`config.mk`:
```
export PLATFORM = sky130hd
export DESIGN_NAME = acc_dump
export DESIGN_NICKNAME = d
export VERILOG_FILES = /design/src/rtl/acc_pkg.sv /design/src/rtl/sat_addsub.sv /design/src/rtl/acc_dump.sv
export SDC_FILE = /design/constraint.sdc
export NUM_CORES = 1
export LEC_CHECK = 0
export CORE_MARGIN = 1
export CORE_UTILIZATION = 51
export CTS_CLUSTER_SIZE = 8
export DETAILED_ROUTE_END_ITERATION = 10
export GPL_TIMING_DRIVEN = 1
export PLACE_DENSITY = 0.87
export SETUP_SLACK_MARGIN = 0.15
export SLEW_MARGIN = 25
export SYNTH_ARGS = -nofsm -noshare
export SYNTH_HDL_FRONTEND = slang
export SYNTH_SLANG_ARGS = --single-unit
```
`constraint.sdc`:
```
create_clock -name clk -period 3.2 [get_ports clk]
set_input_delay 0.32 -clock clk [delete_from_list [all_inputs] [get_ports clk]]
set_output_delay 0.32 -clock clk [all_outputs]
set_load 0.02 [all_outputs]
```
`src/rtl/acc_pkg.sv`:
```
// Shared types and constants for the integrate-and-dump accumulator.
package acc_pkg;

    typedef enum logic {ACC, DUMP} acc_state_t;

    localparam int MODE_WRAP = 0;
    localparam int MODE_SAT  = 1;

endpackage

```
`src/rtl/sat_addsub.sv`:
```
// Width-extended add/subtract with carry/borrow flag and optional clamp.
module sat_addsub #(
    parameter int WIDTH = 8
) (
    input  logic [WIDTH-1:0] x,
    input  logic [WIDTH-1:0] a,
    input  logic             sub,
    input  logic             sat,
    output logic [WIDTH-1:0] r,
    output logic             flag
);

    logic [WIDTH:0] s;

    always_comb begin
        s    = sub ? ({1'b0, x} - {1'b0, a}) : ({1'b0, x} + {1'b0, a});
        flag = s[WIDTH];
        r    = s[WIDTH-1:0];
        // The top bit alone tells carry from borrow once we know the operation.
        if (sat && flag) begin
            r = sub ? '0 : '1;
        end
    end

endmodule

```
`src/rtl/acc_dump.sv`:
```
// Integrate-and-dump accumulator: sums SAMPLES valid inputs per block, then
// emits the block total with a one-cycle strobe and restarts from zero.
//
//   state | meaning
//   ACC   | accumulating samples of the current block
//   DUMP  | dump_valid high; dump_data/dump_ovf just updated
module acc_dump
    import acc_pkg::*;
#(
    parameter int WIDTH    = 8,
    parameter int SAMPLES  = 4,
    parameter int SATURATE = 0
) (
    input  logic                           clk,
    input  logic                           rst_n,
    input  logic                           clr,
    input  logic                           in_valid,
    input  logic [WIDTH-1:0]               a,
    input  logic                           sub,
    output logic [WIDTH-1:0]               y,
    output logic [$clog2(SAMPLES+1)-1:0]   cnt,
    output logic                           ovf,
    output logic                           dump_valid,
    output logic [WIDTH-1:0]               dump_data,
    output logic                           dump_ovf
);

    localparam int CW = $clog2(SAMPLES + 1);
    localparam logic [CW-1:0] LAST = CW'(SAMPLES - 1);

    acc_state_t     state;
    logic [WIDTH-1:0] nxt;
    logic           flag;

    sat_addsub #(.WIDTH(WIDTH)) u_addsub (
        .x    (y),
        .a    (a),
        .sub  (sub),
        .sat  (SATURATE == MODE_SAT),
        .r    (nxt),
        .flag (flag)
    );

    always_ff @(posedge clk or negedge rst_n) begin
        if (!rst_n) begin
            state     <= ACC;
            y         <= '0;
            cnt       <= '0;
            ovf       <= 1'b0;
            dump_data <= '0;
            dump_ovf  <= 1'b0;
        end else begin
            state <= ACC;
            if (clr) begin
                y   <= '0;
                cnt <= '0;
                ovf <= 1'b0;
            end else if (in_valid) begin
                if (cnt == LAST) begin
                    state     <= DUMP;
                    dump_data <= nxt;
                    dump_ovf  <= ovf | flag;
                    y         <= '0;
                    cnt       <= '0;
                    ovf       <= 1'b0;
                end else begin
                    y   <= nxt;
                    cnt <= cnt + CW'(1);
                    ovf <= ovf | flag;
                end
            end
        end
    end

    // The strobe is the state register itself, so it stays glitch-free.
    assign dump_valid = (state == DUMP);

endmodule

```
==> impl_metrics.tcl, run 1 <==
set metrics [dict create \
    drt_wl_total_um 3030 \
    dpl_worst_slack_ns 0.253 \
    ant_nets 0 \
    yosys-top-cells-area "dfrtp_1 (43%), ha_1 (9.7%), xnor2_1 (6.1%), o21ai_0 (5.0%), nand2_1 (4.7%)" \
    cts_root_buf "clkbuf_4" \
    dp_hpwl_um 2300 \
    grt_pass1_vias 1183 \
    status "complete, no violations" \
    vias 1170 \
    power.density_mw_per_mm2 583 \
    grt_pass1_wl_um 5250 \
    final.period_utilization 0.830 \
    remaining_drc_errors 0 \
    grt_usage 0.259 \
    peakVddDrop_mv 0.456 \
    die_h_um 52.3 \
    yosysTopAreaCell "dfrtp_1" \
    clk_latency_ns 0.30 \
    cts_tree "built" \
    rsz0062_at_grt "no" \
    crit_path_top_delay_cell "clkdlybuf4s50_1" \
    drt_iter0_markers 21 \
    min_period_ns 2.66 \
    maxCapViolCount 0 \
    startpoint_type "input port" \
    drive_above_1_share 0.0592 \
    path_cells "clkdlybuf4s50_1 > inv_1 > ha_1 > mux2_2 > fa_1 > nor2b_1 > o31a_1 > a41oi_1 > xnor2_1 > o21ai_0" \
    fp.dieW_um 52.3 \
    grt_max_degree 23 \
    cts_sinks 22 \
    pin_count 35 \
    postSynth.asyncResetShare 1.00 \
    syn_to_final_growth_pct 31.1 \
    start_util 0.562 \
    cts_setup_buffers 0 \
    slew_viol_final 0 \
    avgSynthCellArea_um2 9.64 \
    fin_ws_ns 0.544 \
    worst_hold_path_type "input port to asynchronous set/reset pin" \
    synth_ff_type "dfrtp_1" \
    yosysUniqueCellTypes 31 \
    netlist_instances 134 \
    p_leak_nw 0.770 \
    layout.nets 194 \
    cts_buffers 3 \
    critPathLaunch "a[0]" \
    seq_area_frac_synth 0.426 \
    synth-edff-count 0 \
    cts.htree.levels 1 \
    tns_ns 0 \
    cts_resized 0 \
    ys_warn_count 0 \
    slew_headroom 0.454 \
    core_area_mm2 0.00230 \
    cts.reportedPaths.clkPinSlew_ns 0.12 \
    fin_skew_ns 0.00478 \
    ys_ff_latch 22 \
    yosysTopAreaCellShare 0.426 \
    endpoint_kind "register" \
    numPortBuffers 34 \
    syn_area_mm2 0.00129 \
    worstReg2RegStart "y[0]$_DFFE_PN0P_" \
    r2r.worst_path.cells 8 \
    firstDrtPassIters 7 \
    antenna_found_initial 0 \
    syn_nets 158 \
    finalWeightedCongestion 0.966 \
    setup_viol 0 \
    crit_fanout 3 \
    n_antenna_cell 0 \
    fmax_mhz 376 \
    wire_per_inst_um 15.4 \
    grt_overflow 0 \
    crit_path_max_incr_delay_ns 0.50 \
    die_area_mm2 0.00274 \
    clockBufferDepth 2 \
    tightest_slew_ns 0.817 \
    cp.arrival_ns 2.85 \
    via_per_inst 5.94 \
    hold_violations 0 \
    worstPathRequired_ns 3.40 \
    placementRows 17 \
    path_class "input port to register" \
]
==> final timing paths <==
kind	endpoint	slack, ns
setup / recovery	ovf$_DFFE_PN0P_	0.54
hold / removal	dump_ovf$_DFFE_PN0P_	0.48
setup reg to reg	ovf$_DFFE_PN0P_	1.09
hold reg to reg	dump_data[0]$_DFFE_PN0P_	0.51
max in group asynchronous	dump_data[1]$_DFFE_PN0P_	2.39
min in group clk	dump_data[0]$_DFFE_PN0P_	0.51
==> layer usage <==
layer,vias up,GRT usage,part of all wire
met5,-,0,0
li1,546,-,-
met1,574,0.302,0.43
met3,10,0.0638,0.047
met2,40,0.468,0.51
met4,0,0.0658,0.016
==> report_power, final <==
| group | internal (W) | leakage, nW | switching, W | total [W] |
|---|---|---|---|---|
| clock network | 0.0000694 | 0.0210 | 0.0000829 | 0.000152 |
| logic | 0.000218 | 0.454 | 0.000247 | 0.000465 |
| registers | 0.000330 | 0.295 | 0.0000399 | 0.000370 |
| total | 0.000617 | 0.770 | 0.000370 | 0.000987 |
==> cells by family after synthesis <==
kind of cell,after synthesis,share of synthesized area
muxes,3,0.0262
and+or+nand+nor,40,0.147
DFF,22,0.426
xor gates and xnor gates,11,0.0746
adders and majority gates,11,0.112
AOI/OAI and AO/OA,37,0.184
buffers and inverters,10,0.0291
==> flip-flops by register name (all words and copies together) (netlist names) <==
register,cells
cnt,3
ovf,1
dump_valid,1
dump_data,8
y,8
dump_ovf,1
==> cell usage after synthesis, drive strengths merged (2+ instances only) <==
library cell,instances
o21a,2
or3,2
dfrtp,22
mux2,3
a21o,2
xor2,2
o21ai,13
a22o,5
xnor2,9
inv,5
nor4,2
clkbuf,4
and3b,2
a31o,2
nand2b,2
nand2,16
nor2,11
ha,10
a21oi,8
==> cells in the final DEF, fill, tap and decap left out, drive strengths merged <==
cell	n
clkdlybuf4s50	33
dfrtp	22
nand2	16
o21ai	13
nor2	11
ha	10
xnor2	9
a21oi	8
inv	5
a22o	5
clkbuf	4
mux2	3
nor4	2
nand2b	2
or3	2
and3b	2
a21o	2
a31o	2
o21a	2
xor2	2
nor3	1
clkinv	1
and4	1
nand3b	1
nor2b	1
o31a	1
a211oi	1
a41oi	1
and2	1
a31oi	1
a32o	1
fa	1
dlygate4sd3	1
buf	1
==> critical path, delay by kind of cell <==
| family | cells | cell delay, ns |
|---|---|---|
| AOI/OAI and AO/OA | 3 | 0.49 |
| muxes | 1 | 0.29 |
| buffers and inverters | 2 | 0.55 |
| adders and majority gates | 2 | 0.72 |
| and+or+nand+nor | 1 | 0.16 |
| xor gates and xnor gates | 1 | 0.31 |
==> layout make-up <==
| class | instances | area (um2) |
|---|---|---|
| inverter | 6 | 22.5 |
| sequential | 22 | 551 |
| tap | 28 | 35.0 |
| timing repair buffer | 35 | 345 |
| clock buffer | 4 | 36.3 |
| fill | 179 | 604 |
| multi-input combinational | 102 | 703 |
==> what timing repair did <==
action / 4_1_cts / 5_1_grt
hold buffers: 0 / 1
hold endpoints to repair: 0 / 22
setup endpoints to repair: 0 / 0
==> metrics by stage <==
step | total power (W) | area [um2] | hold WS [ns] | cells | utilization
global placement | 0.000808 | 1650 | 0.463 | 192 | 0.719
CTS | 0.000987 | 1690 | 0.512 | 196 | 0.735
finish | 0.000987 | 1690 | 0.485 | 197 | 0.737
floorplan | 0.000641 | 1290 | 0.0244 | 134 | -
global route | 0.00105 | 1690 | 0.527 | 197 | 0.737
detailed placement | 0.000832 | 1650 | 0.482 | 192 | 0.719
Note: power is estimated with default switching activity, not from simulation.
==> run 2: changes to the inputs <==
--- a/config.mk
+++ b/config.mk
@@ -6,11 +6,11 @@
 export NUM_CORES = 1
 export LEC_CHECK = 0
 export CORE_MARGIN = 1
-export CORE_UTILIZATION = 51
+export CORE_UTILIZATION = 47
 export CTS_CLUSTER_SIZE = 8
 export DETAILED_ROUTE_END_ITERATION = 10
 export GPL_TIMING_DRIVEN = 1
-export PLACE_DENSITY = 0.87
+export PLACE_DENSITY = 0.81
 export SETUP_SLACK_MARGIN = 0.15
 export SLEW_MARGIN = 25
 export SYNTH_ARGS = -nofsm -noshare
==> constraint.sdc (replaced) <==
create_clock -name clk -period 2.7 [get_ports clk]
set_input_delay 0.27 -clock clk [delete_from_list [all_inputs] [get_ports clk]]
set_output_delay 0.27 -clock clk [all_outputs]
set_load 0.02 [all_outputs]
==> run 2 against run 1 <==
Critical path type unchanged. Cell area rose by 9.4%. Largest power group unchanged. Sequential share of layout area fell by 2.8 points. Die area rose by 8.2%. Core utilization fell by 0.93 points. Clock-buffer cell count fell by 1.
==> impl_metrics.tcl, run 2 (synthesized netlist as in run 1, its figures left out) <==
set metrics [dict create \
    maxCapViolCount 0 \
    peakVddDrop_mv 0.674 \
    cts_tree "built" \
    fin_skew_ns 0.0179 \
    n_antenna_cell 0 \
    worstReg2RegStart "y[0]$_DFFE_PN0P_" \
    clockBufferDepth 2 \
    fin_ws_ns 0.311 \
    grt_usage 0.233 \
    start_util 0.507 \
    largestRegisters "dump_data x8, y x8, cnt x3" \
    grt_overflow 0 \
    cts_buffers 3 \
    status "complete, no violations" \
    firstDrtPassIters 4 \
    ant_nets 0 \
    final.period_utilization 0.885 \
    crit_fanout 3 \
    cts.reportedPaths.clkPinSlew_ns 0.14 \
    dpl_worst_slack_ns -0.196 \
    pin_count 35 \
    r2r_end "y[6]$_DFFE_PN0P_" \
    grt_pass1_vias 1064 \
    remaining_drc_errors 0 \
    worstPathRequired_ns 2.93 \
    layout.nets 208 \
    dp_hpwl_um 2430 \
    fp.dieW_um 54.4 \
    finalWeightedCongestion 0.879 \
    slew_headroom 0.480 \
    via_per_inst 5.47 \
    r2r.worst_path.cells 8 \
    die_h_um 54.4 \
    worst_hold_path_type "input port to asynchronous set/reset pin" \
    rsz0062_at_grt "no" \
    path_class "input port to register" \
    power.density_mw_per_mm2 710 \
    syn_to_final_growth_pct 43.4 \
    core_area_mm2 0.00254 \
    min_period_ns 2.39 \
    drive_above_1_share 0.164 \
    startpoint_type "input port" \
    grt_pass1_wl_um 4890 \
    placementRows 18 \
    r2r_setup_slack_ns 0.59 \
    vias 1165 \
    hold_slack_ns 0.415 \
    clk_latency_ns 0.32 \
    cts.htree.levels 1 \
    wire_per_inst_um 14.9 \
    endpoint_kind "register" \
    antenna_found_initial 0 \
    cp.arrival_ns 2.62 \
    die_area_mm2 0.00296 \
    cts_sinks 22 \
    fmax_mhz 419 \
    numPortBuffers 34 \
    setup_viol 0 \
    cts_root_buf "clkbuf_4" \
    tightest_slew_ns 0.777 \
    drt_wl_total_um 3170 \
    slew_viol_final 0 \
    hold_violations 0 \
    p_leak_nw 0.870 \
    layout_commonest_cell "clkdlybuf4s50_1" \
    most-common-layout-cells "clkdlybuf4s50_1 (31), dfrtp_1 (22), nand2_1 (16)" \
    postLayoutCoreUtil 0.728 \
    fin_cells 213 \
    drt_iter0_markers 21 \
    grt_max_degree 23 \
    place_inst 205 \
]
==> run 2: cell types whose count changed in the layout (fill, tap and decap cells not counted), moves of 2 or more <==
| cell | delta |
|---|---|
| clkdlybuf4s50_1 | -2 |
| a21oi_1 | -2 |
| buf_4 | +14 |
| dlymetal6s2s_1 | +2 |
| a21oi_2 | +2 |
==> run 2: timing repair <==
item	4_1_cts	5_1_grt
resized for setup	0	9
setup endpoints to repair	1	7
pin swaps	2	5
endpoints found under the hold margin	0	22
hold buffers	0	1
setup buffers	1	2
==> run 2: per-layer routing <==
| layer | track usage | vias up | share of wire |
|---|---|---|---|
| li1 | - | 574 | - |
| met1 | 0.301 | 563 | 0.45 |
| met2 | 0.404 | 26 | 0.51 |
| met3 | 0.0500 | 2 | 0.037 |
| met4 | 0.0342 | 0 | 0.0019 |
| met5 | 0 | - | 0 |
==> run 2: worst max-delay path by stage <==
stage	start	to	slack, ns	depth (start not counted)
2_1_floorplan	sub	y[6]$_DFFE_PN0P_	0.43	9
3_3_place_gp	a[0]	y[6]$_DFFE_PN0P_	-0.16	13
3_5_place_dp	a[0]	y[6]$_DFFE_PN0P_	-0.20	13
4_1_cts	a[0]	y[6]$_DFFE_PN0P_	0.16	13
5_1_grt	a[2]	y[6]$_DFFE_PN0P_	0.22	10
6_report	a[2]	y[6]$_DFFE_PN0P_	0.31	10
==> run 2: cell type report <==
type / instances / area (um2)
Tap cell: 30 / 37.5
Clock inverter: 1 / 30.0
Clock buffer: 3 / 22.5
Multi-Input combinational cell: 102 / 733
Fill cell: 199 / 693
Inverter: 6 / 22.5
Sequential cell: 22 / 551
Timing Repair Buffer: 49 / 455
==> run 2: critical path: stages <==
cell	delay [ns]
clkdlybuf4s50_1	0.45
nor3_1	0.28
nor2_1	0.09
xnor2_1	0.13
ha_1	0.29
o21a_1	0.18
o31a_1	0.13
o21a_1	0.22
or3_4	0.33
a32o_1	0.26
==> run 2: power by group <==
part           switching [W]  total, W  leakage, nW  internal, W
Clock               0.000110  0.000261       0.0279     0.000150
Combinational       0.000306  0.000617        0.547     0.000311
Sequential         0.0000463  0.000437        0.295     0.000391
Total               0.000463   0.00131        0.870     0.000852
==> run 2: stage by stage <==
| stage | instance area [um2] | setup TNS (ns) | power, W |
|---|---|---|---|
| floorplan | 1290 | 0 | 0.000759 |
| global placement | 1740 | -0.476 | 0.00101 |
| detailed placement | 1740 | -0.820 | 0.00102 |
| CTS | 1800 | 0 | 0.00128 |
| global route | 1850 | 0 | 0.00139 |
| finish | 1850 | 0 | 0.00131 |
